--- src/rtl/multicycle_control_pkg.sv ---
// Shared definitions for the multicycle MIPS controller.
// Contents:
//    state_e       FSM state encoding (also visible on the debug state port)
//    Op*/Funct*    opcode and R-type function field constants
//    alusrcb_e     ALU B-operand select encoding
//    pcsrc_e       next-PC select encoding
//    alucontrol_e  ALU operation encoding
//    aluop_e       coarse ALU request from the FSM to the ALU decoder
//    ctrl_t        per-state control word, state_ctrl() maps a state to it
package multicycle_control_pkg;

   typedef enum logic [3:0] {
      StFetch   = 4'd0,
      StDecode  = 4'd1,
      StMemAdr  = 4'd2,
      StMemRd   = 4'd3,
      StMemWb   = 4'd4,
      StMemWr   = 4'd5,
      StExecute = 4'd6,
      StAluWb   = 4'd7,
      StBranch  = 4'd8,
      StAddiEx  = 4'd9,
      StAddiWb  = 4'd10,
      StJump    = 4'd11
   } state_e;

   localparam logic [5:0] OpRtype = 6'b000000;
   localparam logic [5:0] OpLw    = 6'b100011;
   localparam logic [5:0] OpSw    = 6'b101011;
   localparam logic [5:0] OpBeq   = 6'b000100;
   localparam logic [5:0] OpAddi  = 6'b001000;
   localparam logic [5:0] OpJ     = 6'b000010;

   localparam logic [5:0] FunctAdd = 6'b100000;
   localparam logic [5:0] FunctSub = 6'b100010;
   localparam logic [5:0] FunctAnd = 6'b100100;
   localparam logic [5:0] FunctOr  = 6'b100101;
   localparam logic [5:0] FunctSlt = 6'b101010;

   typedef enum logic [1:0] {
      SrcBReg   = 2'b00,
      SrcBFour  = 2'b01,
      SrcBImm   = 2'b10,
      SrcBImmSh = 2'b11
   } alusrcb_e;

   typedef enum logic [1:0] {
      PcSrcAlu    = 2'b00,
      PcSrcAluOut = 2'b01,
      PcSrcJump   = 2'b10
   } pcsrc_e;

   typedef enum logic [2:0] {
      AluAnd = 3'b000,
      AluOr  = 3'b001,
      AluAdd = 3'b010,
      AluSub = 3'b110,
      AluSlt = 3'b111
   } alucontrol_e;

   typedef enum logic [1:0] {
      AluOpAdd   = 2'b00,
      AluOpSub   = 2'b01,
      AluOpFunct = 2'b10
   } aluop_e;

   typedef struct packed {
      logic     pcwrite;
      logic     branch;
      logic     memwrite;
      logic     irwrite;
      logic     regwrite;
      logic     alusrca;
      logic     iord;
      logic     memtoreg;
      logic     regdst;
      alusrcb_e alusrcb;
      pcsrc_e   pcsrc;
      aluop_e   aluop;
   } ctrl_t;

   // Moore decode: every field here depends on the state alone.
   function automatic ctrl_t state_ctrl(state_e s);
      ctrl_t c;
      c = '0;
      case (s)
         StFetch: begin
            c.alusrcb = SrcBFour;
            c.irwrite = 1'b1;
            c.pcwrite = 1'b1;
         end
         StDecode: begin
            // Speculative branch target: PC+4 + (imm << 2).
            c.alusrcb = SrcBImmSh;
         end
         StMemAdr: begin
            c.alusrca = 1'b1;
            c.alusrcb = SrcBImm;
         end
         StMemRd: begin
            c.iord = 1'b1;
         end
         StMemWb: begin
            c.memtoreg = 1'b1;
            c.regwrite = 1'b1;
         end
         StMemWr: begin
            c.iord     = 1'b1;
            c.memwrite = 1'b1;
         end
         StExecute: begin
            c.alusrca = 1'b1;
            c.alusrcb = SrcBReg;
            c.aluop   = AluOpFunct;
         end
         StAluWb: begin
            c.regdst   = 1'b1;
            c.regwrite = 1'b1;
         end
         StBranch: begin
            c.alusrca = 1'b1;
            c.alusrcb = SrcBReg;
            c.aluop   = AluOpSub;
            c.pcsrc   = PcSrcAluOut;
            c.branch  = 1'b1;
         end
         StAddiEx: begin
            c.alusrca = 1'b1;
            c.alusrcb = SrcBImm;
         end
         StAddiWb: begin
            c.regwrite = 1'b1;
         end
         StJump: begin
            c.pcsrc   = PcSrcJump;
            c.pcwrite = 1'b1;
         end
         default: ;
      endcase
      return c;
   endfunction

endpackage

--- src/rtl/multicycle_control_if.sv ---
// Control bundle between the multicycle controller and its datapath.
// master: controller side (receives op/funct/zero, drives all controls).
// slave:  datapath side (drives op/funct/zero, receives all controls).
// Signals:
//    op, funct   instruction register fields
//    zero        ALU zero flag
//    pcen        PC register enable
//    memwrite    memory write strobe
//    irwrite     instruction register load
//    regwrite    register file write enable
//    alusrca     ALU A select (0 PC, 1 reg A)
//    iord        memory address select (0 PC, 1 ALUOut)
//    memtoreg    write-back select (0 ALUOut, 1 memory data)
//    regdst      destination select (0 rt, 1 rd)
//    alusrcb     ALU B select
//    pcsrc       next-PC select
//    alucontrol  ALU operation
//    illegal     unsupported opcode/funct pulse
//    state       current FSM state for debug
interface multicycle_control_if;

   logic [5:0] op;
   logic [5:0] funct;
   logic       zero;
   logic       pcen;
   logic       memwrite;
   logic       irwrite;
   logic       regwrite;
   logic       alusrca;
   logic       iord;
   logic       memtoreg;
   logic       regdst;
   logic [1:0] alusrcb;
   logic [1:0] pcsrc;
   logic [2:0] alucontrol;
   logic       illegal;
   logic [3:0] state;

   modport master (
      input  op, funct, zero,
      output pcen, memwrite, irwrite, regwrite, alusrca, iord, memtoreg, regdst,
      output alusrcb, pcsrc, alucontrol, illegal, state
   );

   modport slave (
      output op, funct, zero,
      input  pcen, memwrite, irwrite, regwrite, alusrca, iord, memtoreg, regdst,
      input  alusrcb, pcsrc, alucontrol, illegal, state
   );

endinterface

--- src/rtl/mc_aludec.sv ---
// ALU decoder: turns the FSM's coarse ALU request plus the R-type funct field
// into an ALU operation.
// Ports:
//    aluop       in   coarse request (add, sub, or decode funct)
//    funct       in   R-type function field
//    alucontrol  out  ALU operation
//    bad_funct   out  funct not supported while aluop requests funct decode
module mc_aludec
   import multicycle_control_pkg::*;
(
   input  aluop_e      aluop,
   input  logic [5:0]  funct,
   output alucontrol_e alucontrol,
   output logic        bad_funct
);

   always_comb begin
      alucontrol = AluAdd;
      bad_funct  = 1'b0;
      case (aluop)
         AluOpAdd: alucontrol = AluAdd;
         AluOpSub: alucontrol = AluSub;
         AluOpFunct: begin
            case (funct)
               FunctAdd: alucontrol = AluAdd;
               FunctSub: alucontrol = AluSub;
               FunctAnd: alucontrol = AluAnd;
               FunctOr:  alucontrol = AluOr;
               FunctSlt: alucontrol = AluSlt;
               default: begin
                  // Unknown funct still drives a harmless add.
                  alucontrol = AluAdd;
                  bad_funct  = 1'b1;
               end
            endcase
         end
         default: alucontrol = AluAdd;
      endcase
   end

endmodule

--- src/rtl/multicycle_control.sv ---
// Multicycle MIPS controller: Moore FSM sequencing fetch, decode, memory,
// R-type, branch, addi and jump instructions.
// Parameters:
//    JUMP_EN  1 enables the j instruction; 0 makes it illegal
// Ports:
//    clk      clock, all state changes on the rising edge
//    reset    synchronous active-high reset
//    bus      multicycle_control_if.master control bundle
module multicycle_control
   import multicycle_control_pkg::*;
#(
   parameter bit JUMP_EN = 1'b1
) (
   input logic                  clk,
   input logic                  reset,
   multicycle_control_if.master bus
);

   state_e      state_q, state_d;
   ctrl_t       ctrl_q;
   ctrl_t       ctrl;
   logic        op_bad;
   logic        funct_bad;
   alucontrol_e alu_ctl;

   mc_aludec u_aludec (
      .aluop      (ctrl.aluop),
      .funct      (bus.funct),
      .alucontrol (alu_ctl),
      .bad_funct  (funct_bad)
   );

   // Next-state logic; op is only decoded in DECODE (and MEMADR to pick the
   // load or store path), funct only in EXECUTE via the ALU decoder.
   always_comb begin
      state_d = StFetch;
      op_bad  = 1'b0;
      case (state_q)
         StFetch: state_d = StDecode;
         StDecode: begin
            case (bus.op)
               OpLw, OpSw: state_d = StMemAdr;
               OpRtype:    state_d = StExecute;
               OpBeq:      state_d = StBranch;
               OpAddi:     state_d = StAddiEx;
               OpJ: begin
                  if (JUMP_EN) begin
                     state_d = StJump;
                  end else begin
                     op_bad = 1'b1;
                  end
               end
               default: op_bad = 1'b1;
            endcase
         end
         StMemAdr: begin
            if (bus.op == OpSw) begin
               state_d = StMemWr;
            end else if (bus.op == OpLw) begin
               state_d = StMemRd;
            end else begin
               state_d = StFetch;
            end
         end
         StMemRd:   state_d = StMemWb;
         StExecute: state_d = funct_bad ? StFetch : StAluWb;
         StAddiEx:  state_d = StAddiWb;
         default:   state_d = StFetch;
      endcase
   end

   // The control word is registered alongside the state, computed from the
   // state being entered, so the outputs come straight from flops.
   always_ff @(posedge clk) begin
      if (reset) begin
         state_q <= StFetch;
         ctrl_q  <= state_ctrl(StFetch);
      end else begin
         state_q <= state_d;
         ctrl_q  <= state_ctrl(state_d);
      end
   end

   // While reset is held the selects show FETCH but nothing may write,
   // even in the cycle reset arrives mid-instruction.
   always_comb begin
      ctrl = ctrl_q;
      if (reset) begin
         ctrl          = state_ctrl(StFetch);
         ctrl.pcwrite  = 1'b0;
         ctrl.branch   = 1'b0;
         ctrl.irwrite  = 1'b0;
         ctrl.memwrite = 1'b0;
         ctrl.regwrite = 1'b0;
      end
   end

   assign bus.pcen       = ctrl.pcwrite | (ctrl.branch & bus.zero);
   assign bus.memwrite   = ctrl.memwrite;
   assign bus.irwrite    = ctrl.irwrite;
   assign bus.regwrite   = ctrl.regwrite;
   assign bus.alusrca    = ctrl.alusrca;
   assign bus.iord       = ctrl.iord;
   assign bus.memtoreg   = ctrl.memtoreg;
   assign bus.regdst     = ctrl.regdst;
   assign bus.alusrcb    = ctrl.alusrcb;
   assign bus.pcsrc      = ctrl.pcsrc;
   assign bus.alucontrol = alu_ctl;
   assign bus.illegal    = ~reset & (op_bad | funct_bad);
   assign bus.state      = state_q;

endmodule

--- src/flat_wrapper.sv ---
// flat-port wrapper written by rule: the top's interface ports become plain ports
module multicycle_control_flat import multicycle_control_pkg::*;
#(
   parameter bit JUMP_EN = 1'b1
)
  (clk, reset, bus_op, bus_funct, bus_zero, bus_pcen, bus_memwrite, bus_irwrite, bus_regwrite, bus_alusrca, bus_iord, bus_memtoreg, bus_regdst, bus_alusrcb, bus_pcsrc, bus_alucontrol, bus_illegal, bus_state);
  multicycle_control_if bus_i ();
  input logic clk;
  input logic reset;
  input wire logic [$bits(bus_i.op)-1:0] bus_op;
  input wire logic [$bits(bus_i.funct)-1:0] bus_funct;
  input wire logic [$bits(bus_i.zero)-1:0] bus_zero;
  output wire logic [$bits(bus_i.pcen)-1:0] bus_pcen;
  output wire logic [$bits(bus_i.memwrite)-1:0] bus_memwrite;
  output wire logic [$bits(bus_i.irwrite)-1:0] bus_irwrite;
  output wire logic [$bits(bus_i.regwrite)-1:0] bus_regwrite;
  output wire logic [$bits(bus_i.alusrca)-1:0] bus_alusrca;
  output wire logic [$bits(bus_i.iord)-1:0] bus_iord;
  output wire logic [$bits(bus_i.memtoreg)-1:0] bus_memtoreg;
  output wire logic [$bits(bus_i.regdst)-1:0] bus_regdst;
  output wire logic [$bits(bus_i.alusrcb)-1:0] bus_alusrcb;
  output wire logic [$bits(bus_i.pcsrc)-1:0] bus_pcsrc;
  output wire logic [$bits(bus_i.alucontrol)-1:0] bus_alucontrol;
  output wire logic [$bits(bus_i.illegal)-1:0] bus_illegal;
  output wire logic [$bits(bus_i.state)-1:0] bus_state;
  assign bus_i.op = bus_op;
  assign bus_i.funct = bus_funct;
  assign bus_i.zero = bus_zero;
  assign bus_pcen = bus_i.pcen;
  assign bus_memwrite = bus_i.memwrite;
  assign bus_irwrite = bus_i.irwrite;
  assign bus_regwrite = bus_i.regwrite;
  assign bus_alusrca = bus_i.alusrca;
  assign bus_iord = bus_i.iord;
  assign bus_memtoreg = bus_i.memtoreg;
  assign bus_regdst = bus_i.regdst;
  assign bus_alusrcb = bus_i.alusrcb;
  assign bus_pcsrc = bus_i.pcsrc;
  assign bus_alucontrol = bus_i.alucontrol;
  assign bus_illegal = bus_i.illegal;
  assign bus_state = bus_i.state;
  multicycle_control #(.JUMP_EN(JUMP_EN)) u_core (.clk(clk), .reset(reset), .bus(bus_i));
endmodule
--- config.mk ---
export PLATFORM = sky130hd
export DESIGN_NAME = multicycle_control_flat
export DESIGN_NICKNAME = d
export VERILOG_FILES = /design/src/rtl/multicycle_control_pkg.sv /design/src/rtl/multicycle_control_if.sv /design/src/rtl/mc_aludec.sv /design/src/rtl/multicycle_control.sv /design/src/flat_wrapper.sv
export SDC_FILE = /design/constraint.sdc
export NUM_CORES = 1
export LEC_CHECK = 0
export ABC_AREA = 1
export CAP_MARGIN = 20
export CORE_ASPECT_RATIO = 0.6
export CORE_MARGIN = 1.5
export CORE_UTILIZATION = 44
export CTS_CLUSTER_DIAMETER = 40
export DETAILED_ROUTE_END_ITERATION = 8
export HOLD_SLACK_MARGIN = 0.12
export PLACE_DENSITY = 0.78
export SKIP_LAST_GASP = 1
export SLEW_MARGIN = 25
export SYNTH_ARGS = -nofsm -noshare
export SYNTH_HDL_FRONTEND = slang
export SYNTH_SLANG_ARGS = --single-unit
--- constraint.sdc ---
create_clock -name clk -period 1.6 [get_ports clk]
set_clock_uncertainty 0.1 [all_clocks]
set_input_delay 0.16 -clock clk [delete_from_list [all_inputs] [get_ports clk]]
set_output_delay 0.16 -clock clk [all_outputs]
set_load 0.01 [all_outputs]
======== Word level (Yosys, flattened, before mapping) ========
Index checks and enable logic that the tools add are counted.
word-level totals
  output and inout port bits .............. 20
  input bits .............................. 15
  flip-flop bits (word level) ............. 19
operators by class
  eq/ne operators ......................... 28
  reductions and logical operators ........ 11
  multiplexer cells ....................... 24
  bitwise operators ....................... 5
operators by type and width
  kind                  number
  $eq A6 B6 Y1 const B  7
  $pmux W4 S6           1
  $eq A4 B3 Y1 const B  5
  $eq A4 B4 Y1 const B  5
  $pmux W4 S5           1
  $eq A4 B2 Y1 const B  4
  $mux W15              1
  $mux W1               13
  $pmux W3 S4           1
  $eq A4 B1 Y1 const B  2
  $logic_not A4 Y1      2
  $pmux W2 S2           2
  $reduce_or A2 Y1      4
  $eq A6 B2 Y1 const B  1
  $eq A6 B3 Y1 const B  1
  $eq A6 B4 Y1 const B  1
  $logic_not A6 Y1      1
  $pmux W2 S3           1
  $pmux W3 S2           1
  $reduce_or A6 Y1      1
  $reduce_or A5 Y1      1
  $mux W4               1
  $reduce_or A4 Y1      1
  $mux W3               1
  7 further kinds       9

======== Logic depth before layout (Yosys ltp) ========
Gate-level depths: netlist of the first run.
  depth in word-level cells ............... 9
  mapped depth ............................ 13
  depth with buffers taken out ............ 13

======== By module ========
From an unflattened synthesis of the first run, not the netlist that was laid out.
unflattened totals
  cell total of the unflattened synthesis .. 191
  area, all modules ....................... 1,149.9 µm²
by module, submodules not included
  module              instances  cells an instance  area each (µm²)  sequential area each (µm²)
  multicycle_control  1          158                950.9            340.3
  mc_aludec           1          33                 198.9            0.0

======== Worst setup path before layout of the first run ========
No wires, ideal clock.
  kind .................................... input port to flip-flop
  start point ............................. in reset
  end point ............................... reg u_core.ctrl_q[9] in the netlist's numbering
  arrival time ............................ 1,340 ps
  data required time ...................... 1,436 ps
  slack ................................... 96 ps
  stages on the path ...................... 12
  cells stage by stage .................... inv_1 > nand2_1 > inv_1 > ha_1 > nand3_2 > o21bai_4 > nand2_2 > nor2_2 > nand2_1 > nand2_1 > nor2_1 > nor2_1
between the ends
  word-level cells in the longest chain between the ends .. 8
RTL lines
  element                               RTL line                      RTL
  start: declaration                    flat_wrapper.sv:9             input logic reset;
  $mux W15                              multicycle_control.sv:88      if (reset) begin
  $eq A2 B2 Y1                          mc_aludec.sv:20               case (aluop)
  $mux W1                               mc_aludec.sv:20
  $mux W3                               multicycle_control.sv:66      StExecute: state_d = funct_bad ? StFetch : StAluWb;
  $pmux W4 S6                           multicycle_control.sv:38      case (state_q)
  $eq A4 B3 Y1 (tied with other cells)  multicycle_control_pkg.sv:86  case (s)
  $reduce_or A4 Y1 (no line)            --
  $mux W1                               multicycle_control_pkg.sv:86
  end signal: assignment                multicycle_control.sv:77      ctrl_q <= state_ctrl(StFetch);
  end signal: assignment                multicycle_control.sv:80      ctrl_q <= state_ctrl(state_d);
  end: declaration                      multicycle_control.sv:20      ctrl_t ctrl_q;
Parallel ways exist; a longest one is shown, timed or not.
A chain may end at the register's enable or synchronous reset.

======== Worst setup path after layout of the first run ========
  start point ............................. reg u_core.ctrl_q[1] in the netlist's numbering
  end point ............................... reg u_core.ctrl_q[0] in the netlist's numbering
between the ends
  word-level cells in the longest chain between the ends .. 7
RTL lines
  element                                              RTL line
  $mux W15 *                                           multicycle_control.sv:88
  $eq A2 B2 Y1 *                                       mc_aludec.sv:20
  $mux W1 *                                            mc_aludec.sv:20
  $mux W3 *                                            multicycle_control.sv:66
  $pmux W4 S6 *                                        multicycle_control.sv:38
  $eq A4 B4 Y1 / $eq A4 B3 Y1 (equally long branches)  multicycle_control_pkg.sv:86
  $pmux W2 S2 *                                        multicycle_control_pkg.sv:86
Every way passes the cells marked *; elsewhere a longest branch is shown, timed or not.

==> out/results.tsv, run 1 <==
stage	metric	value	unit
status	outcome	finished, violations left	
status	failed_checks	negative setup slack	
final_layout	antenna-diode-count	0	
power	part_of_the_total_power_dissipated_in_sequential_elements	0.419	
floorplanning	rows	13	
sta	maxSlewHeadroom	0.815	
setup_path	crit_path_max_fanout	5	
drt	final_antenna_net_count	0	
setup_path	crit_required	1.67	ns
setup_path	worst_path_max_delay_cell	dfxtp_2	
setup_path	cp_data_arrival_time	2.11	ns
power	switching_share	0.308	
sta	unrepaired_setup_endpoints_after_global_routing	true	
drt	detail_route.wirelength	5.26	mm
final_layout	final_net_count	263	
final_layout	final_cell_count_no_fill	275	
placed_design	placement_cell_area	1630	um2
synth	synth_edf_count	0	
sta	final_hold_viol_count	0	
synth	ys_seq_elements	17	
synth	yosysUniqueCellTypes	23	
final_layout	n_fill_cell	75	
power	share_comb_of_total_power	0.264	
synth	yosysMostFrequentCell	nor2_1	
synth	yosys.area.top_type	dfxtp_1	
floorplanning	core-area	2200	um2
placed_design	detailedPlacementHpwl	2.30	mm
synth	synth_async_sr_flop_share	0	
power	power_per_cell_area	526	nW/um2
floorplanning	die_w	65.6	um
drt	drt_iter0_markers	213	
power	total_leakage_power	1.01	nW
synth	cell_area_after_technology_mapping	1030	um2
setup_path	cpMostUsedCell	nand3_4	
placed_design	placement.io_buffers	34	
global_routing	first_global_vias	1270	
sta	setup_ws	-0.440	ns
drt	routed_wire_length_per_instance	19.1	um
global_routing	gr-total-overflow	0	
synth	synth_top_area_share	0.329	
sta	final_worst_path_period_need	2.04	ns
power	p_sw	0.325	mW
placed_design	routabilityCongestion	0.831	
clock_tree	cts_max_path_buffers	2	
sta	setup_viol_count_final	19	
clock_tree	root_buffer	clkbuf_8	
setup_path	total_stage_count_of_the_critical_path	11	
clock_tree	cts_htree_levels	1	
setup_path	r2r.worst_path.cells	11	
sta	setup_tns	-3.18	ns
sta	fin_crit_sh	1.27	
setup_path	cells_traversed_along_the_worst_timing_path	nand2_2 > inv_2 > ha_4 > nand3_4 > buf_6 > o21bai_4 > nand3_4 > nor2_4 > nand2_1 > buf_4 > nor2_1	
global_routing	grt_first_pass_wirelength	5.75	mm
synth	syn-mean-instance-area	6.27	um2
power	overall_power	1.06	mW
setup_path	critical_path.top_delay_family	simple AND/OR/NAND/NOR gates	
global_routing	grt_max_degree	23	
hold_path	hold_path.class	primary input to register	
floorplanning	total_die_area	2660	um2
setup_path	critical_path.endpoint_type	register	
clock_tree	tritoncts_buffer_count	3	
synth	main_flop_type_after_synthesis	dfxtp_1	
final_layout	layout-area-overhead-vs-synth	94.0	%
power	internal_power_consumption	0.731	mW
clock_tree	num_clock_sinks	17	
synth	yosys-top-cells-count	nor2_1, inv_1, nand2_1	
setup_path	critPathMaxStageDelay	0.34	ns
global_routing	track_usage	0.302	
floorplanning	i_o_pin_total	35	
power	vdd.ir_drop.worst	488	uV
clock_tree	cts.reportedPaths.clkPinSlew	0.07	ns
synth	synth_fp_nets	182	
drt	drt-vias-per-instance	5.61	
setup_path	path_buf_inv	3	
sta	worst_pin_slew	0.276	ns
global_routing	number_of_antenna_violations_at_the_first_check_in_global_routing	0	
floorplanning	chipHeight	40.6	um
placed_design	post-place-cells	257	
power	share_clk_of_total_power	0.317	
synth	most_area_consuming_cells_after_synthesis	dfxtp_1, nor2_1, inv_1, nand3_1, nand2_1	
sta	final-max-slew-violation-count	0	
synth	synth-warning-count	0	
clock_tree	clk_latency	0.26	ns
synth	syn-instance-count	165	
floorplanning	initial_utilization	0.471	
clock_tree	cts_tree	yes	
setup_path	path_class	register to register	
sta	fmax	490	MHz
final_layout	post_route_cells_drive_above_1_share	0.461	
final_layout	postLayoutCellArea	2010	um2
synth	synth-seq-area-share	0.329	
drt	via_count	1543	
setup_path	crit_path_start_kind	register	
flow_run	drv.max_cap_violation_count	0	
hold_path	whs_path_depth	3	
drt	residual_drc	0	
drt	detailed_router_iteration_count_before_antenna_repair	5	
[power by group through the flow]
| stage | sequential [mW] | clock [mW] | combinational [mW] |
|---|---|---|---|
| finish | 0.442 | 0.335 | 0.279 |
| global route | 0.442 | 0.349 | 0.294 |
| CTS | 0.439 | 0.326 | 0.212 |
| detailed placement | 0.449 | 0 | 0.194 |
| global placement | 0.448 | 0 | 0.185 |
| floorplan | 0.452 | 0 | 0.0816 |
[sequential cells by signal, summed over array words and instances, names as in the netlist]
register,cells
u_core.ctrl_q,13
u_core.bus.state,4
[per-stage QoR]
stage | hold WS, ns | setup WS, ns | utilization
floorplan | 0.129 | 0.0961 | -
global placement | 0.562 | -0.545 | 0.741
detailed placement | 0.580 | -0.608 | 0.741
CTS | 0.391 | -0.194 | 0.819
global route | 0.450 | -0.458 | 0.914
finish | 0.425 | -0.440 | 0.914
[worst paths after layout]
path / from / end / slack, ns
min: reset / u_core.ctrl_q[5] / 0.43
max: u_core.ctrl_q[1] / u_core.ctrl_q[0] / -0.44
max reg2reg: u_core.ctrl_q[1] / u_core.ctrl_q[0] / -0.44
min reg2reg: u_core.bus.state[1] / u_core.ctrl_q[7] / 0.65
[area by class of cell]
class,count,area [um2],area share
Sequential cell,17,344,0.171
Multi-Input combinational cell,111,776,0.387
Tap cell,30,37.5,0.0187
Timing Repair Buffer,78,668,0.333
Inverter,35,136,0.0680
Clock buffer,4,45.0,0.0224
[cell families after synthesis]
group / after synthesis / synth area share
adders and majority gates: 2 / 0.0242
DFF: 17 / 0.329
and+or+nand+nor: 99 / 0.440
AOI/OAI and AO/OA: 10 / 0.0689
buffers and inverters: 37 / 0.138
[cell usage in the layout (no fill, tap or decap), types with 2 or more instances in the layout]
cell             count
o21ai_1              2
clkbuf_8             3
buf_2                3
dlymetal6s2s_1       4
buf_4               39
nor2_4              10
ha_4                 2
a21oi_1              2
nor2_1              30
o21ai_2              2
nand2_1             12
inv_4                2
buf_6                6
inv_2                8
clkdlybuf4s50_1     12
nand4_1              3
inv_1               25
nand3_4              3
dfxtp_2              3
nand3_2              6
dlygate4sd2_1       14
nand2_2              6
dfxtp_1             14
nor2_2               9
nand3_1             11
nand2_4              7
[per-layer routing]
layer  track usage  vias up  share of wire
li1              -      662              -
met2         0.548      143           0.46
met3        0.0618       54           0.11
met4         0.104        0          0.063
met5             0        -              0
met1         0.370      684           0.37
[timing repair]
action / 4_1_cts / 5_1_grt
hold buffers: 0 / 0
buffers inserted: 7 / 8
pin swaps: 22 / 20
endpoints found under the setup margin: 28 / 18
gates resized for setup: 59 / 46
gates cloned: 0 / 0
[worst reg2reg max path: cells and delay by family, from the launching register on]
kind	cells	cell delay (ns)
AOI/OAI and AO/OA	1	0.24
DFF	1	0.34
and+or+nand+nor	6	0.77
buffers and inverters	3	0.36
adders and majority gates	1	0.15
Note: power is estimated with default switching activity, not from simulation.
==> run 2, diff against run 1 <==
--- a/config.mk
+++ b/config.mk
@@ -6,16 +6,17 @@
 export NUM_CORES = 1
 export LEC_CHECK = 0
 export ABC_AREA = 1
-export CAP_MARGIN = 20
+export CAP_MARGIN = 10
 export CORE_ASPECT_RATIO = 0.6
 export CORE_MARGIN = 1.5
-export CORE_UTILIZATION = 44
+export CORE_UTILIZATION = 45
 export CTS_CLUSTER_DIAMETER = 40
 export DETAILED_ROUTE_END_ITERATION = 8
 export HOLD_SLACK_MARGIN = 0.12
-export PLACE_DENSITY = 0.78
+export PLACE_DENSITY = 0.77
 export SKIP_LAST_GASP = 1
 export SLEW_MARGIN = 25
 export SYNTH_ARGS = -nofsm -noshare
 export SYNTH_HDL_FRONTEND = slang
+export SYNTH_HIERARCHICAL = 1
 export SYNTH_SLANG_ARGS = --single-unit
==> run 2 against run 1 <==
Clock power shrank 4%. The flow still finishes with violations (negative setup slack). Clock-buffer cell count shrank 1. Largest cell class unchanged. Largest power group unchanged. First-iteration DRC count shrank 30%. Area after synthesis grew 11%. Global-route usage shrank 6.6 points. Via count grew 3.6%.
==> out/results.tsv, run 2 <==
stage	metric	value	unit
final_layout	layout.cells.most_common_list	buf_4, nor2_1, inv_1	
sta	unrepaired_setup_endpoints_after_global_routing	true	
final_layout	largest_register_ffs	13	
global_routing	number_of_antenna_violations_at_the_first_check_in_global_routing	0	
status	outcome	finished, violations left	
clock_tree	cts_tree	yes	
clock_tree	tritoncts_buffer_count	3	
synth	synth_top_area_share	0.296	
setup_path	critPathMaxStageDelay	0.33	ns
synth	yosys.area.top_type	dfxtp_1	
drt	drt-vias-per-instance	5.42	
clock_tree	cts-hold-fix-buffers	0	
setup_path	cp_data_arrival_time	2.12	ns
final_layout	layout-area-overhead-vs-synth	77.3	%
synth	synth-seq-area-share	0.296	
final_layout	post_route_cells_drive_above_1_share	0.419	
floorplanning	i_o_pin_total	35	
global_routing	grt_first_pass_wirelength	5.12	mm
setup_path	cpMostUsedCell	inv_2	
setup_path	critical_path.endpoint_type	register	
synth	yosys-top-cells-count	nor2_1, inv_1, nand3_1	
placed_design	detailedPlacementHpwl	2.40	mm
drt	routed_wire_length_per_instance	16.1	um
synth	main_flop_type_after_synthesis	dfxtp_1	
synth	synth-warning-count	6	
synth	ys_seq_elements	17	
floorplanning	chipHeight	42.2	um
synth	syn-mean-instance-area	6.02	um2
power	total_leakage_power	1.18	nW
drt	final_antenna_net_count	0	
synth	synth_fp_nets	208	
sta	final_worst_path_period_need	2.01	ns
global_routing	grt_max_degree	23	
drt	residual_drc	0	
floorplanning	total_die_area	2880	um2
sta	final_hold_viol_count	0	
global_routing	gr-total-overflow	0	
sta	setup_ws	-0.413	ns
final_layout	antenna-diode-count	0	
synth	cell_area_after_technology_mapping	1150	um2
power	power_per_cell_area	506	nW/um2
clock_tree	cts_htree_levels	1	
clock_tree	root_buffer	clkbuf_8	
sta	worst_pin_slew	0.292	ns
synth	synth_async_sr_flop_share	0	
power	overall_power	1.03	mW
final_layout	n_fill_cell	116	
clock_tree	num_clock_sinks	17	
global_routing	first_global_vias	1235	
final_layout	largest_register	u_core/ctrl_q	
floorplanning	initial_utilization	0.501	
drt	drt_iter0_markers	150	
status	failed_checks	negative setup slack	
synth	synth_edf_count	0	
setup_path	path_class	register to register	
global_routing	track_usage	0.235	
setup_path	cells_traversed_along_the_worst_timing_path	inv_2 > nor2_4 > inv_2 > ha_4 > nand3_4 > nor3_2 > inv_2 > nand3_4 > nand2_2 > inv_2 > nand2_2 > nor2_4 > nand2_2 > inv_2 > nand2_2 > nand3_1 > nand2_1 > inv_1	
setup_path	critical_path.top_delay_family	simple AND/OR/NAND/NOR gates	
power	vdd.ir_drop.worst	565	uV
sta	final-max-slew-violation-count	0	
setup_path	worst_path_max_delay_cell	dfxtp_2	
drt	via_count	1599	
final_layout	final_net_count	283	
synth	syn-instance-count	191	
setup_path	crit_path_start_kind	register	
final_layout	final_cell_count_no_fill	295	
sta	hold_slack	0.447	ns
setup_path	crit_required	1.71	ns
setup_path	path_buf_inv	6	
placed_design	placement.io_buffers	34	
placed_design	pre_cts_slack	-0.623	ns
clock_tree	cts_max_path_buffers	2	
synth	most_area_consuming_cells_after_synthesis	dfxtp_1, nor2_1, inv_1, nand3_1, nand2_1	
setup_path	crit_path_max_fanout	4	
sta	setup_viol_count_final	18	
placed_design	post-place-cells	281	
drt	detailed_router_iteration_count_before_antenna_repair	5	
clock_tree	cts.reportedPaths.clkPinSlew	0.06	ns
flow_run	drv.max_cap_violation_count	0	
clock_tree	clk_latency	0.26	ns
sta	maxSlewHeadroom	0.805	
placed_design	routabilityCongestion	0.824	
sta	fin_crit_sh	1.26	
final_layout	fin_util	0.889	
floorplanning	core-area	2290	um2
hold_path	hold_path.class	primary input to register	
floorplanning	die_w	68.3	um
synth	yosysMostFrequentCell	nor2_1	
floorplanning	rows	13	
sta	fmax	497	MHz
drt	detail_route.wirelength	4.75	mm
synth	yosysUniqueCellTypes	22	
run 2: layout make-up:
| type | count | area (um2) | area share |
|---|---|---|---|
| clock buffers | 3 | 41.3 | 0.0203 |
| clock inverters | 1 | 5.00 | 0.00246 |
| inverters | 46 | 178 | 0.0872 |
| multi-input cells | 122 | 752 | 0.369 |
| flip-flops and latches | 17 | 342 | 0.168 |
| well taps | 30 | 37.5 | 0.0184 |
| repair buffers | 76 | 683 | 0.335 |
run 2: worst paths after layout:
path | start | to | slack [ns] | cells after the start
max | u_core/ctrl_q[2] | u_core/ctrl_q[5] | -0.41 | 18
min | reset | u_core/bus.state[0] | 0.45 | 3
max reg2reg | u_core/ctrl_q[2] | u_core/ctrl_q[5] | -0.41 | 18
min reg2reg | u_core/bus.state[0] | u_core/ctrl_q[7] | 0.59 | 3
run 2: routing by layer:
metal  part of all wire  routed length [um]  global-route usage
met1               0.36                1710               0.317
met2               0.48                2260               0.367
met3               0.10                 498              0.0565
met4              0.060                 283              0.0800
met5                  0                   0                   0
run 2: tightest hold or removal path, stage by stage:
cell	delay, ns
dlygate4sd2_1	0.31
buf_6	0.20
nor2_2	0.09
run 2: logic make-up after synthesis:
logic type | after synthesis | share of synthesized area
simple gates | 114 | 0.467
flops | 17 | 0.296
buf+inv | 52 | 0.183
fa+ha+maj | 2 | 0.0218
compound gates | 6 | 0.0326
run 2: metrics by stage:
step	setup TNS [ns]	cell area (um2)
CTS	-2.69	1800
floorplan	-0.200	1170
finish	-4.74	2040
global placement	-10.43	1750
detailed placement	-11.64	1750
global route	-6.22	2040
run 2: timing repair:
item	4_1_cts	5_1_grt
setup endpoints to repair	28	24
setup buffers	3	10
gates cloned	0	0
resized for setup	30	52
pin swaps	8	14
run 2: power breakdown:
group          switching, mW  internal (mW)  total (mW)
clock                  0.150          0.173       0.323
combinational          0.147          0.122       0.269
sequential           0.00460          0.436       0.441
==> run 3, diff against run 2 <==
--- a/config.mk
+++ b/config.mk
@@ -9,14 +9,14 @@
 export CAP_MARGIN = 10
 export CORE_ASPECT_RATIO = 0.6
 export CORE_MARGIN = 1.5
-export CORE_UTILIZATION = 45
+export CORE_UTILIZATION = 44
 export CTS_CLUSTER_DIAMETER = 40
 export DETAILED_ROUTE_END_ITERATION = 8
+export GPL_TIMING_DRIVEN = 1
 export HOLD_SLACK_MARGIN = 0.12
-export PLACE_DENSITY = 0.77
+export PLACE_DENSITY = 0.78
 export SKIP_LAST_GASP = 1
 export SLEW_MARGIN = 25
 export SYNTH_ARGS = -nofsm -noshare
 export SYNTH_HDL_FRONTEND = slang
-export SYNTH_HIERARCHICAL = 1
 export SYNTH_SLANG_ARGS = --single-unit
==> results of run 3 <==
The final DEF is identical to that of run 1; final timing and power are the same.
